### config.mk
export PLATFORM = sky130hd
export DESIGN_NAME = vpu_fp_result_buffer
export DESIGN_NICKNAME = d
export VERILOG_FILES = /design/src/rtl/vpu_pkg.sv /design/src/rtl/vpu_rbuf_fifo.sv /design/src/rtl/vpu_fp_result_buffer.sv
export SDC_FILE = /design/constraint.sdc
export NUM_CORES = 1
export LEC_CHECK = 0
export CAP_MARGIN = 20
export CORE_ASPECT_RATIO = 0.8
export CORE_UTILIZATION = 63
export DETAILED_ROUTE_END_ITERATION = 10
export PLACE_DENSITY = 0.85
export REMOVE_ABC_BUFFERS = 1
export SLEW_MARGIN = 40
export SYNTH_ARGS = -nofsm -noshare
export SYNTH_HDL_FRONTEND = slang
export SYNTH_HIERARCHICAL = 1
export SYNTH_SLANG_ARGS = --single-unit
### constraint.sdc
create_clock -name clk -period 8.2 [get_ports clk]
set_clock_uncertainty 0.2 [all_clocks]
set_input_delay 0.82 -clock clk [delete_from_list [all_inputs] [get_ports clk]]
set_output_delay 0.82 -clock clk [all_outputs]
set_load 0.02 [all_outputs]
### src/rtl/vpu_pkg.sv
// Shared VPU constants and types used by the FP result buffer.
package vpu_pkg;

  localparam int OPERAND_WIDTH  = 32;
  localparam int FP_ADD_LATENCY = 12;
  localparam int RBUF_DEPTH     = 8;

  typedef enum logic {
    DRAIN = 1'b0,
    RUN   = 1'b1
  } drain_state_e;

endpackage

### src/rtl/vpu_rbuf_fifo.sv
// Result FIFO: wrap-bit pointers, storage array, full/empty and sticky overflow.
module vpu_rbuf_fifo
  import vpu_pkg::*;
#(
  parameter int DEPTH      = RBUF_DEPTH,
  parameter int DATA_WIDTH = OPERAND_WIDTH
) (
  input  logic                  clk,
  input  logic                  rst,
  input  logic                  push,
  input  logic [DATA_WIDTH-1:0] push_data,
  input  logic                  pop,
  output logic [DATA_WIDTH-1:0] rd_data,
  output logic                  empty,
  output logic                  full,
  output logic                  overflow
);

  localparam int AW = $clog2(DEPTH);

  logic [AW:0]           wr_ptr;
  logic [AW:0]           rd_ptr;
  logic [DATA_WIDTH-1:0] mem [DEPTH];
  logic                  do_push;
  logic                  do_pop;

  assign empty   = (wr_ptr == rd_ptr);
  assign full    = (wr_ptr[AW-1:0] == rd_ptr[AW-1:0]) && (wr_ptr[AW] != rd_ptr[AW]);
  assign do_pop  = pop & ~empty;
  // A pop frees the slot being written, so push-while-full is legal with a pop.
  assign do_push = push & (~full | do_pop);

  always_ff @(posedge clk or posedge rst) begin
    if (rst) begin
      wr_ptr   <= '0;
      rd_ptr   <= '0;
      overflow <= 1'b0;
    end else begin
      if (do_push) wr_ptr <= wr_ptr + 1'b1;
      if (do_pop)  rd_ptr <= rd_ptr + 1'b1;
      if (push & full & ~do_pop) overflow <= 1'b1;
    end
  end

  // NOTE: storage is not reset; rd_data is gated by empty so stale words never escape.
  always_ff @(posedge clk) begin
    if (do_push) mem[wr_ptr[AW-1:0]] <= push_data;
  end

  assign rd_data = empty ? '0 : mem[rd_ptr[AW-1:0]];

endmodule

### src/rtl/vpu_fp_result_buffer.sv
// FP add/sub result buffer with issue-credit gating and post-reset drain window.
// Optional same-cycle bypass when the FIFO is empty: define VPU_FP_RBUF_BYPASS_EN.
module vpu_fp_result_buffer
  import vpu_pkg::*;
#(
  parameter int DEPTH      = RBUF_DEPTH,
  parameter int DATA_WIDTH = OPERAND_WIDTH,
  parameter int FP_LATENCY = FP_ADD_LATENCY
) (
  input  logic                         clk,
  input  logic                         rst,
  input  logic                         issue_valid_i,
  output logic                         issue_ready_o,
  output logic                         fp_start_o,
  input  logic                         fp_done_i,
  input  logic [DATA_WIDTH-1:0]        fp_result_i,
  output logic                         result_valid_o,
  output logic [DATA_WIDTH-1:0]        result_o,
  input  logic                         result_ready_i,
  output logic [$clog2(DEPTH+1)-1:0]   credits_o,
  output logic                         overflow_o
);

  localparam int CW = $clog2(DEPTH + 1);
  localparam int DW = $clog2(FP_LATENCY + 2);

  drain_state_e          state_q, state_d;
  logic [DW-1:0]         drain_cnt_q, drain_cnt_d;
  logic                  draining;
  logic [CW-1:0]         credits_q;
  logic                  result_pop;
  logic                  bypass_valid;
  logic                  fifo_push;
  logic                  fifo_empty;
  logic                  fifo_full;
  logic [DATA_WIDTH-1:0] fifo_data;

  always_ff @(posedge clk or posedge rst) begin
    if (rst) begin
      state_q     <= DRAIN;
      drain_cnt_q <= DW'(FP_LATENCY);
    end else begin
      state_q     <= state_d;
      drain_cnt_q <= drain_cnt_d;
    end
  end

  // NOTE: defaults first so every path assigns state_d/drain_cnt_d and no latch is inferred.
  always_comb begin
    state_d     = state_q;
    drain_cnt_d = drain_cnt_q;
    case (state_q)
      DRAIN: begin
        if (drain_cnt_q != '0) drain_cnt_d = drain_cnt_q - DW'(1);
        // Leave on the edge that brings the count to zero, so issue opens FP_LATENCY cycles out.
        if (drain_cnt_q <= DW'(1)) state_d = RUN;
      end
      RUN:     state_d = RUN;
      default: state_d = DRAIN;
    endcase
  end

  always_comb begin
    draining = (state_q == DRAIN);
  end

  assign issue_ready_o = (credits_q != '0) & ~draining;
  assign fp_start_o    = issue_valid_i & issue_ready_o;
  assign result_pop    = result_valid_o & result_ready_i;

  always_ff @(posedge clk or posedge rst) begin
    if (rst) begin
      credits_q <= CW'(DEPTH);
    end else if (fp_start_o & ~result_pop) begin
      credits_q <= credits_q - CW'(1);
    end else if (result_pop & ~fp_start_o & (credits_q != CW'(DEPTH))) begin
      credits_q <= credits_q + CW'(1);
    end
  end

  assign credits_o = credits_q;

`ifdef VPU_FP_RBUF_BYPASS_EN
  assign bypass_valid = fp_done_i & ~draining & fifo_empty;
`else
  assign bypass_valid = 1'b0;
`endif

  // A bypassed result taken by the consumer this cycle is never written.
  assign fifo_push      = fp_done_i & ~draining & ~(bypass_valid & result_ready_i);
  assign result_valid_o = ~fifo_empty | bypass_valid;
  assign result_o       = bypass_valid ? fp_result_i : fifo_data;

  vpu_rbuf_fifo #(
    .DEPTH      (DEPTH),
    .DATA_WIDTH (DATA_WIDTH)
  ) u_fifo (
    .clk       (clk),
    .rst       (rst),
    .push      (fifo_push),
    .push_data (fp_result_i),
    .pop       (result_ready_i),
    .rd_data   (fifo_data),
    .empty     (fifo_empty),
    .full      (fifo_full),
    .overflow  (overflow_o)
  );

endmodule

==> metrics.md <==
| Metric | Value |
|---|---|
| Setup TNS | `0 ps` |
| Die H | `120 um` |
| CTS Sinks | `274` |
| # resized after CTS | `0` |
| Core ar. | `16,800 um2` |
| Global route overflow | `0` |
| Hold Path Class | `reg2reg` |
| Synthesized area | `10,900 um2` |
| Crit end category | `output pin` |
| Post-DP HPWL | `11,500 um` |
| Switch Pwr | `1.57 mW` |
| Kind of critical path | `reg2out` |
| Port Buffers | `76` |
| Worst setup SP type | `flop` |
| Fin area | `12,800 um2` |
| Nets@finish | `653` |
| Leakage | `4.33 nW` |
| Final Max Tran Viols | `0` |
| Via density | `6.23` |
| Root buffer cell | `clkbuf_16` |
| Setup bufs post-CTS | `0` |
| Fin crit share | `53.3%` |
| Clock slew at reported path FFs | `60 ps` |
| Number of global-route vias before repair | `5,503` |
| CTS Buf Count | `25` |
| Crit path max fanout | `46` |
| Relative slew slack | `47.1%` |
| Initial antenna violation count | `0` |
| # IOs | `77` |
| H-Tree Depth | `1` |
| Placed Area | `12,000 um2` |
| Switching power share of the total | `32.3%` |
| First DRT Iteration DRCs | `365` |
| Layout cells sized above 1 | `20.9%` |
| Clock Power Share | `23.5%` |
| Residual DRC count | `0` |
| Synth Instances | `517` |
| Drt pass-1 iters | `5` |
| Core Util, Final | `76.2%` |
| Critical Path RT | `7180 ps` |
| Power per cell area | `381 nW/um2` |
| Final WL | `20,500 um` |
| Row cnt | `42` |
| RSZ-0062 raised after global routing | `no` |
| Hold WS | `292 ps` |
| Sequential share of power | `39.0%` |
| Largest net degree at the start of global routing | `68` |
| Routed length per instance | `24.2 um` |
| Die W | `149 um` |
| Max VDD drop | `0.280 mV` |
| Vias post-DR | `5,279` |
| Avg Inst Size Synth | `21.1 um2` |
| CTS tree | `yes` |
| Clk_lat worst skew | `510 ps` |
| # diodes | `0` |
| Worst EP arrival | `3350 ps` |
| Hold buffer count at CTS | `0` |
| MaxCap Viol Count | `0` |
| Post-route ant nets | `0` |
| Initial Util | `65.1%` |
| First-pass GRT wire length | `31,100 um` |
| Clock Path Buffers | `3` |
| P&R area growth vs syn | `17.1%` |
| Status | `completed` |
| Final Hold Fails | `0` |
| Maximum clock frequency | `229 MHz` |
| Final GP Congestion | `0.735` |
| Die footprint | `17,900 um2` |
| Internal power | `3.30 mW` |
| Gr usage total | `24.0%` |
| Synth warn | `6` |
| Worst slew pin tran | `789 ps` |
| Total power | `4.87 mW` |
| Combinational group share of total power | `37.5%` |
| Fin crit period | `4370 ps` |
| Final setup fails | `0` |
==> path summary, 6_finish.rpt <==
| kind | end | start | slack (ps) | cells past startpoint |
|---|---|---|---|---|
| worst max-delay path | result_o[8] | u_fifo/rd_ptr[0]$_DFFE_PP0P_ | 3830 | 5 |
| worst min-delay path | u_fifo/overflow$_DFFE_PP0P_ | u_fifo/overflow$_DFFE_PP0P_ | 290 | 1 |
| worst max register to register | credits_o[3]$_DFFE_PP1P_ | u_fifo/rd_ptr[0]$_DFFE_PP0P_ | 4330 | 10 |
| worst min register to register | u_fifo/overflow$_DFFE_PP0P_ | u_fifo/overflow$_DFFE_PP0P_ | 290 | 1 |
| max in group asynchronous | drain_cnt_q[2]$_DFFE_PP1P_ | rst | 7100 | 2 |
| min in group asynchronous | state_q$_DFF_PP0_ | rst | 400 | 2 |
==> placed cells by master (no fill, tap or decap), drive strengths merged, types with 2 or more instances in the layout <==
| master | n |
|---|---|
| ha | 6 |
| o21ai | 4 |
| mux4 | 64 |
| nand2b | 4 |
| nand4 | 2 |
| dfrtp | 15 |
| nand3 | 2 |
| o31ai | 2 |
| dfstp | 3 |
| and2 | 2 |
| bufinv | 3 |
| nand2 | 6 |
| edfxtp | 256 |
| a21oi | 3 |
| a21o | 3 |
| nor3 | 6 |
| clkdlybuf4s50 | 76 |
| clkbuf | 27 |
| nor2 | 39 |
| nor4 | 3 |
| xnor2 | 11 |
| o311ai | 2 |
| inv | 12 |
| or4 | 2 |
| clkinv | 13 |
| mux2 | 3 |
| buf | 16 |
| mux2i | 34 |
==> per-layer routing <==
layer,vias to the layer above,track usage (%),part of all wire (%)
met5,-,0,0
met3,36,4.37,6.0
li1,2298,-,-
met4,0,6.95,1.9
met2,188,40.4,51
met1,2757,32.6,41
==> critical path, cell delays in order (launching register included) <==
cell	delay, ps
dfrtp_4	700
buf_6	560
xnor2_1	250
and4_4	610
nor2_1	120
clkdlybuf4s50_1	570
==> metrics by stage <==
step / setup WS [ps] / std cells
after detailed placement: 4000 / 802
after global routing: 3610 / 848
after floorplan: 1020 / 490
after CTS: 3440 / 848
after global placement: 3910 / 802
final: 3830 / 848
==> state kept, by name, summed over array words and instances, names as in the netlist <==
signal / count
u_fifo/mem: 256
credits_o: 4
drain_cnt_q: 4
u_fifo/rd_ptr: 4
u_fifo/wr_ptr: 4
state_q: 1
u_fifo/overflow: 1
==> power groups by stage <==
stage | clock network, mW | logic (mW) | registers (mW)
floorplan | 0 | 1.04 | 2.02
global placement | 0 | 1.78 | 1.90
detailed placement | 0 | 1.83 | 1.92
CTS | 1.16 | 1.84 | 1.90
global route | 1.21 | 1.94 | 1.92
finish | 1.14 | 1.83 | 1.90
==> layout make-up <==
type,count,area (um2)
inverter,10,37.5
fill,898,3980
clock inverter,19,181
timing repair buffer,92,888
tap,220,275
clock buffer,27,633
sequential,274,8150
multi-input combinational,206,2620
Note: power is estimated with default switching activity, not from simulation.
